==> config.mk <==
export PLATFORM = sky130hd
export DESIGN_NAME = can_rx_fifo
export DESIGN_NICKNAME = d
export VERILOG_FILES = /design/src/rtl/can_pkg.sv /design/src/rtl/can_acc_filter.sv /design/src/rtl/can_rx_fifo.sv
export SDC_FILE = /design/constraint.sdc
export NUM_CORES = 1
export LEC_CHECK = 0
export ABC_CLOCK_PERIOD_IN_PS = 5100
export CORE_MARGIN = 2
export CORE_UTILIZATION = 54
export DETAILED_ROUTE_END_ITERATION = 10
export PLACE_DENSITY = 0.9
export RECOVER_POWER = 100
export SLEW_MARGIN = 10
export SYNTH_ARGS = -nofsm -noshare
export SYNTH_HDL_FRONTEND = slang
export SYNTH_HIERARCHICAL = 1
export SYNTH_SLANG_ARGS = --single-unit
export TNS_END_PERCENT = 100
==> constraint.sdc <==
create_clock -name clk -period 5.1 [get_ports clk]
set_clock_uncertainty 0.1 [all_clocks]
set_input_delay 0.51 -clock clk [delete_from_list [all_inputs] [get_ports clk]]
set_output_delay 0.51 -clock clk [all_outputs]
set_load 0.05 [all_outputs]
==> src/rtl/can_pkg.sv <==
`default_nettype none
// ============================================================================
// Module   : can_pkg
// Brief    : Shared CAN frame widths, frame struct and small helpers.
// Revision : 1.0
// ============================================================================
package can_pkg;

  localparam int CAN_ID_W   = 11;
  localparam int CAN_DLC_W  = 4;
  localparam int CAN_DATA_W = 64;

  localparam logic [7:0] DROP_CNT_MAX = 8'hFF;

  typedef struct packed {
    logic [CAN_ID_W-1:0]   id;
    logic [CAN_DLC_W-1:0]  dlc;
    logic [CAN_DATA_W-1:0] data;
  } can_frame_t;

  function automatic logic [7:0] sat_inc8(input logic [7:0] v);
    return (v == DROP_CNT_MAX) ? v : v + 8'd1;
  endfunction

endpackage
`default_nettype wire

==> src/rtl/can_acc_filter.sv <==
`default_nettype none
// ============================================================================
// Module   : can_acc_filter
// Brief    : Combinational 11-bit code/mask acceptance compare.
// Revision : 1.0
// ============================================================================
module can_acc_filter
  import can_pkg::*;
(
  input  logic                rx_valid,
  input  logic [CAN_ID_W-1:0] rx_id,
  input  logic [CAN_ID_W-1:0] acc_code,
  input  logic [CAN_ID_W-1:0] acc_mask,
  output logic                accept
);

  // Mask bit 1 = compare this ID bit, 0 = don't care.
  assign accept = rx_valid && (((rx_id ^ acc_code) & acc_mask) == '0);

endmodule
`default_nettype wire

==> src/rtl/can_rx_fifo.sv <==
`default_nettype none
// ============================================================================
// Module   : can_rx_fifo
// Brief    : Filtered first-word-fall-through receive FIFO with drop tracking.
// Revision : 1.0
// ============================================================================
module can_rx_fifo
  import can_pkg::*;
#(
  parameter int DEPTH = 4,
  parameter int CNT_W = $clog2(DEPTH) + 1
) (
  input  logic                  clk,
  input  logic                  rst,
  input  logic [CAN_ID_W-1:0]   rx_id,
  input  logic [CAN_DLC_W-1:0]  rx_dlc,
  input  logic [CAN_DATA_W-1:0] rx_data,
  input  logic                  rx_valid,
  input  logic [CAN_ID_W-1:0]   acc_code,
  input  logic [CAN_ID_W-1:0]   acc_mask,
  input  logic                  flush,
  input  logic                  ovf_clr,
  output logic                  out_valid,
  input  logic                  out_ready,
  output logic [CAN_ID_W-1:0]   out_id,
  output logic [CAN_DLC_W-1:0]  out_dlc,
  output logic [CAN_DATA_W-1:0] out_data,
  output logic [CNT_W-1:0]      count,
  output logic                  full,
  output logic                  empty,
  output logic                  overflow,
  output logic [7:0]            drop_cnt
);

  localparam int PTR_W = $clog2(DEPTH);

  logic [PTR_W-1:0] wr_ptr_q, wr_ptr_d;
  logic [PTR_W-1:0] rd_ptr_q, rd_ptr_d;
  logic [CNT_W-1:0] count_q, count_d;
  logic             overflow_q, overflow_d;
  logic [7:0]       drop_cnt_q, drop_cnt_d;
  can_frame_t       mem_q [DEPTH];
  can_frame_t       mem_d [DEPTH];

  logic       accept;
  logic       pop;
  logic       push;
  logic       drop;
  can_frame_t rx_frame;
  can_frame_t head;

  can_acc_filter u_acc_filter (
    .rx_valid (rx_valid),
    .rx_id    (rx_id),
    .acc_code (acc_code),
    .acc_mask (acc_mask),
    .accept   (accept)
  );

  assign rx_frame = '{id: rx_id, dlc: rx_dlc, data: rx_data};

  assign full  = (count_q == CNT_W'(DEPTH));
  assign empty = (count_q == '0);

  // A pop frees the slot in the same cycle, so a full FIFO can still take a frame.
  assign pop  = !empty && out_ready;
  assign push = accept && (!full || pop);
  assign drop = accept && full && !pop && !flush;

  always_comb begin
    wr_ptr_d   = wr_ptr_q;
    rd_ptr_d   = rd_ptr_q;
    count_d    = count_q;
    mem_d      = mem_q;
    overflow_d = overflow_q;
    drop_cnt_d = drop_cnt_q;

    if (flush) begin
      wr_ptr_d = '0;
      rd_ptr_d = '0;
      count_d  = '0;
    end else begin
      if (push) begin
        mem_d[wr_ptr_q] = rx_frame;
        wr_ptr_d        = wr_ptr_q + PTR_W'(1);
      end
      if (pop) begin
        rd_ptr_d = rd_ptr_q + PTR_W'(1);
      end
      case ({push, pop})
        2'b10:   count_d = count_q + CNT_W'(1);
        2'b01:   count_d = count_q - CNT_W'(1);
        default: count_d = count_q;
      endcase
    end

    // Clear first so a same-cycle drop lands on a zeroed counter.
    if (ovf_clr) begin
      overflow_d = 1'b0;
      drop_cnt_d = '0;
    end
    if (drop) begin
      overflow_d = 1'b1;
      drop_cnt_d = sat_inc8(drop_cnt_d);
    end
  end

  always_ff @(posedge clk) begin
    if (rst) begin
      wr_ptr_q   <= '0;
      rd_ptr_q   <= '0;
      count_q    <= '0;
      overflow_q <= 1'b0;
      drop_cnt_q <= '0;
    end else begin
      wr_ptr_q   <= wr_ptr_d;
      rd_ptr_q   <= rd_ptr_d;
      count_q    <= count_d;
      overflow_q <= overflow_d;
      drop_cnt_q <= drop_cnt_d;
    end
  end

  always_ff @(posedge clk) begin
    mem_q <= mem_d;
  end

  assign head      = empty ? '0 : mem_q[rd_ptr_q];
  assign out_valid = !empty;
  assign out_id    = head.id;
  assign out_dlc   = head.dlc;
  assign out_data  = head.data;
  assign count     = count_q;
  assign overflow  = overflow_q;
  assign drop_cnt  = drop_cnt_q;

endmodule
`default_nettype wire

; ---- Word level (Yosys, flattened, before mapping)
; Cells that the tools add are included.
[totals]
register_bits = 332
input_bits = 107
output_inout_bits = 94
word_cells = 65
[op_classes]
n_addsub = 5
n_lt_le_gt_ge = 3
n_eq_ne = 4
n_mux = 13
n_bitwise = 5
reduce_logical = 18
[op_table]
columns = cell, count
row1 = $bwmux W316, 1
row2 = $mux W79, 4
row3 = $bmux W79 S2, 1
row4 = $demux W79 S2, 1
row5 = $mux W8, 3
row6 = $and A11 B11 Y11, 1
row7 = $logic_not A11 Y1, 1
row8 = $xor A11 B11 Y11, 1
row9 = $add A8 B1 Y8 const B, 1
row10 = $eq A8 B8 Y1 const B, 1
row11 = $logic_and A1 B1 Y1, 7
row12 = $ge A3 B3 Y1 const B, 2
row13 = $not A2 Y3, 2
row14 = $pmux W3 S2, 1
row15 = $add A2 B1 Y2 const B, 2
row16 = $logic_not A1 Y1, 4
row17 = $reduce_bool A2 Y1, 2
row18 = $add A3 B1 Y3 const B, 1
row19 = $eq A3 B3 Y1 const B, 1
row20 = $logic_not A3 Y1, 1
row21 = $lt A3 B1 Y1 const B, 1
row22 = $sub A3 B1 Y3 const B, 1
row23 = $eq A2 B1 Y1 const B, 1
row24 = $eq A2 B2 Y1 const B, 1
row25 = other kinds (5), 6

; ---- Depth between registers and ports, before layout
[logic_depth]
ltp_word = 8
ltp_mapped = 11
mapped_depth_nobuf = 11

; ---- Cells and area by module
; Netlist, hierarchy kept.
[by_module_without_submodules]
columns = module, n_inst, cells_each, area_per_inst_um2, seq_area_each_um2
row1 = can_rx_fifo, 1, 610, 12821.0, 9809.4
row2 = can_acc_filter, 1, 21, 160.2, 0.0

; ---- Worst setup path after synthesis
; Ideal clock, no wire load.
[synth_timing]
path_kind = input to register
from = input acc_code[6]
to = register mem_q[0] (netlist bit), enable pin
setup_time_ns = 0.446
arrival_ns = 3.308
required_time_ns = 4.554
path_slack_ns = 1.246
path_stages = 7
n_path_buf = 0
path_cell_list = xor2_1 a22oi_1 nand2_1 nor3_2 nand2_1 nor2_1 and2_1
[synth_between]
elab_chain_cells = 6
[synth_rtl]
columns = item, line_no
row1 = from (decl), can_rx_fifo.sv:19  ; input logic [CAN_ID_W-1:0] acc_code,
row2 = $xor A11 B11 Y11, can_acc_filter.sv:18  ; assign accept = rx_valid && (((rx_id ^ acc_code) & acc_mask) == '0);
row3 = $and A11 B11 Y11, can_acc_filter.sv:18
row4 = $logic_not A11 Y1, can_acc_filter.sv:18
row5 = $logic_and A1 B1 Y1, can_acc_filter.sv:18
row6 = named net accept, can_rx_fifo.sv:45  ; logic accept;
row7 = $logic_and A1 B1 Y1, can_rx_fifo.sv:67  ; assign push = accept && (!full || pop);
row8 = $reduce_and A2 Y1 (no line), --
row9 = to (signal assigned), can_rx_fifo.sv:125  ; mem_q <= mem_d;
row10 = to (decl), can_rx_fifo.sv:42  ; can_frame_t mem_q [DEPTH];
; The timed path passes the listed nets, and every way through them passes these cells.
; A chain may end at the register's enable or synchronous reset.

; ---- Worst setup path after layout
[layout_timing]
from = input rx_id[10]
to = register mem_q[107] (netlist bit), enable pin
[layout_between]
elab_chain_cells = 6
[layout_rtl]
columns = item, line_no
row1 = from (decl), can_rx_fifo.sv:15  ; input logic [CAN_ID_W-1:0] rx_id,
row2 = $xor A11 B11 Y11, can_acc_filter.sv:18
row3 = $and A11 B11 Y11, can_acc_filter.sv:18
row4 = $logic_not A11 Y1, can_acc_filter.sv:18
row5 = $logic_and A1 B1 Y1, can_acc_filter.sv:18
row6 = named net accept, can_rx_fifo.sv:45
row7 = $logic_and A1 B1 Y1, can_rx_fifo.sv:67
row8 = $reduce_and A2 Y1 (no line), --
; The timed path passes the listed nets, and every way through them passes these cells.

==> flow_metrics.env <==
export IMPL_startpoint_type="primary input"
export IMPL_layout_nets=959
export IMPL_routabilityCongestion=0.771
export IMPL_power_total_mw=5.44
export IMPL_cts_buffer_depth=3
export IMPL_switching_share=0.195
export IMPL_whs_ns=0.402
export IMPL_period_needed_ns=4.27
export IMPL_postRouteAntennaNets=0
export IMPL_maxCapViolations=0
export IMPL_syn_inst=631
export IMPL_ctsHoldBuffers=0
export IMPL_power_switching_mw=1.06
export IMPL_cts_tree="yes"
export IMPL_pwr_share_seq=0.549
export IMPL_crit_fanout=41
export IMPL_synth_edf_count=316
export IMPL_rr_startpoint="count[0]"
export IMPL_postCtsSetupRepairBufs=0
export IMPL_core_mm2=0.0235
export IMPL_grt_pass1_wl_um=41100
export IMPL_die_area_mm2=0.0253
export IMPL_leakagePower_nw=5.50
export IMPL_hold_violations=0
export IMPL_detailed_place_hpwl_um=16400
export IMPL_pwr_share_clk=0.420
export IMPL_area_delta_synth_final_pct=26.2
export IMPL_clk_pin_slew_ns=0.06
export IMPL_placed_cell_area_mm2=0.0154
export IMPL_arrival_ns=4.28
export IMPL_p_per_area_mw_per_mm2=332
export IMPL_r2r_slack_ns=1.98
export IMPL_rsz0062_at_grt="no"
export IMPL_worst_slew_pin_slew_ns=1.41
export IMPL_ir_drop_v=0.000310
export IMPL_finalCritPeriodShare=0.837
export IMPL_slew_limit_headroom=0.0583
export IMPL_synth_cell_types=44
export IMPL_grt_ovfl_total=0
export IMPL_finalSetupTns_ns=0
export IMPL_cts_sinks=332
export IMPL_route_detailed_drc=0
export IMPL_grt_max_degree=69
export IMPL_status="finished clean"
export IMPL_place_inst=1128
export IMPL_synth_nets=745
export IMPL_grt_pass1_vias=7240
export IMPL_crit_required_ns=5.11
export IMPL_ys_seq_area_frac=0.756
export IMPL_dr_pass1_iters=5
export IMPL_routed_wl_um=26400
export IMPL_die_w_um=159
export IMPL_ys_flop_type="edfxtp_1"
export IMPL_worst_hold_path_type="flip-flop to flip-flop"
export IMPL_reg2reg_to="mem_q[107]"
export IMPL_layout_setup_ws_ns=0.833
export IMPL_io_pins=201
export IMPL_cts_buffers=34
export IMPL_crit_end="mem_q[107]"
export IMPL_viasPerCell=5.66
export IMPL_finalInstanceArea_mm2=0.0164
export IMPL_numPortBuffers=200
export IMPL_pwr_share_comb=0.031
export IMPL_ctsResizeCount=0
export IMPL_synthArstFlopShare=0
export IMPL_report_final_slew_viol_count=0
export IMPL_p_int_mw=4.38
export IMPL_grt_antenna_before_repair=7
export IMPL_fp_row_count=56
export IMPL_avgSynthCellArea_um2=20.6
export IMPL_cp_end_kind="flip-flop"
export IMPL_ys_warn_count=6
export IMPL_drive_gt1_frac=0.167
export IMPL_timing_fmax_mhz=234
export IMPL_final_core_util=0.696
export IMPL_start_util=0.551
export IMPL_synth_seq_cells=332
export IMPL_netlist_area_mm2=0.0130
export IMPL_die_h_um=159
export IMPL_rr_worst_depth=5
export IMPL_htree_levels=2
export IMPL_crit_path_start="rx_id[10]"
export IMPL_vias=6764
export IMPL_worstSetupPathType="primary input to flip-flop"
export IMPL_drt_initial_drc_count=553
export IMPL_grt_usage=0.211
export IMPL_wire_per_inst_um=22.1
export IMPL_clkLatencyLatePin_ns=0.49
export IMPL_pre_cts_slack_ns=1.25
export IMPL_report_final_setup_viol=0
export IMPL_hold_depth=2
export IMPL_cts_root_buf="clkbuf_16"
export IMPL_final_cells=1194
-- layout make-up --
| type | instances | area (µm²) |
|---|---|---|
| sequential | 332 | 9820 |
| fill | 1473 | 7160 |
| multi-input combinational | 259 | 2990 |
| timing repair buffer | 209 | 2100 |
| clock buffer | 41 | 898 |
| tap | 319 | 399 |
| clock inverter | 18 | 126 |
| inverter | 9 | 33.8 |
| antenna | 7 | 17.5 |
-- power groups by stage --
stage	clock, mW	combinational [mW]	sequential, mW
6_report	2.28	0.168	2.99
5_1_grt	2.43	0.181	2.99
4_1_cts	2.33	0.184	2.99
3_5_place_dp	0	0.182	3.05
3_3_place_gp	0	0.176	3.05
2_1_floorplan	0	0.0491	3.05
-- placed cells by master, fill, tap and decap left out, types with 2 or more instances in the layout --
master	count
a21oi_1	5
a22oi_1	5
a311oi_1	2
a41oi_1	2
and2_1	79
and2_2	2
and2_4	2
and3_1	2
and3_2	2
buf_12	3
buf_4	3
clkbuf_1	6
clkbuf_16	35
clkbuf_2	3
clkdlybuf4s50_1	27
clkinv_1	8
clkinv_2	3
clkinv_4	3
dfxtp_1	14
dfxtp_4	2
diode_2	7
dlygate4sd3_1	173
edfxtp_1	316
ha_1	6
inv_1	9
inv_6	2
mux4_2	79
nand2_1	6
nand3_1	5
nor2_1	12
nor2b_1	6
nor3_1	5
o21ai_0	2
or3_1	2
xnor2_1	2
xor2_1	15
-- Yosys cell counts, types with 2 or more instances --
| library cell | instances | share of area |
|---|---|---|
| xnor2_1 | 2 | 0.0013 |
| edfxtp_1 | 316 | 0.73 |
| and3_1 | 2 | 0.00096 |
| nor2_1 | 12 | 0.0035 |
| ha_1 | 6 | 0.0058 |
| nor2b_1 | 6 | 0.0029 |
| buf_2 | 8 | 0.0031 |
| xor2_1 | 15 | 0.010 |
| inv_1 | 9 | 0.0026 |
| mux4_2 | 79 | 0.14 |
| nand2_1 | 6 | 0.0017 |
| dfxtp_1 | 16 | 0.025 |
| nor3_1 | 3 | 0.0012 |
| a311oi_1 | 2 | 0.0013 |
| a41oi_1 | 2 | 0.0013 |
| clkbuf_1 | 21 | 0.0061 |
| or3_1 | 2 | 0.00096 |
| o21ai_0 | 2 | 0.00077 |
| a22oi_1 | 5 | 0.0029 |
| nand3_1 | 5 | 0.0019 |
| and2_1 | 84 | 0.040 |
| and3_2 | 2 | 0.0012 |
| a21oi_1 | 5 | 0.0019 |
-- sequential cells by signal, summed over array words and instances, names as in the netlist --
signal and cells:
count 3, drop_cnt 8, mem_q 316, overflow 1, rd_ptr_q 2, wr_ptr_q 2
-- worst max-delay path, stage by stage --
cell and delay (ns):
dlygate4sd3_1 0.61, xor2_1 0.23, a22oi_1 0.26, nand2_1 0.08, nor3_1 0.51, nand2_1 0.23
nor2_1 0.26, and2_4 0.57, clkbuf_2 0.97
-- worst min path at each step --
| stage | startpoint | end |
|---|---|---|
| floorplan | wr_ptr_q[1] | wr_ptr_q[1] |
| global placement | overflow | overflow |
| detailed placement | overflow | overflow |
| CTS | overflow | overflow |
| global route | overflow | overflow |
| finish | overflow | overflow |
-- per-layer routing --
metal | share of wire | global-route usage | routed length (µm)
met4 | 0.029 | 0.0731 | 755
met3 | 0.058 | 0.0430 | 1550
met2 | 0.53 | 0.370 | 13900
met5 | 0.00045 | 0 | 12
met1 | 0.39 | 0.265 | 10200
-- kinds of logic (layout without fill, tap and decap cells) --
logic type	count (synthesis)	in the layout	share of synthesized area
other	0	7	0
and+or+nand+nor	134	134	0.0632
muxes	80	80	0.138
adders and majority gates	7	7	0.00733
xor gates and xnor gates	17	17	0.0115
buffers and inverters	40	277	0.0130
AOI/OAI and AO/OA	21	21	0.0115
DFF	332	332	0.756
Note: power is estimated with default switching activity, not from simulation.
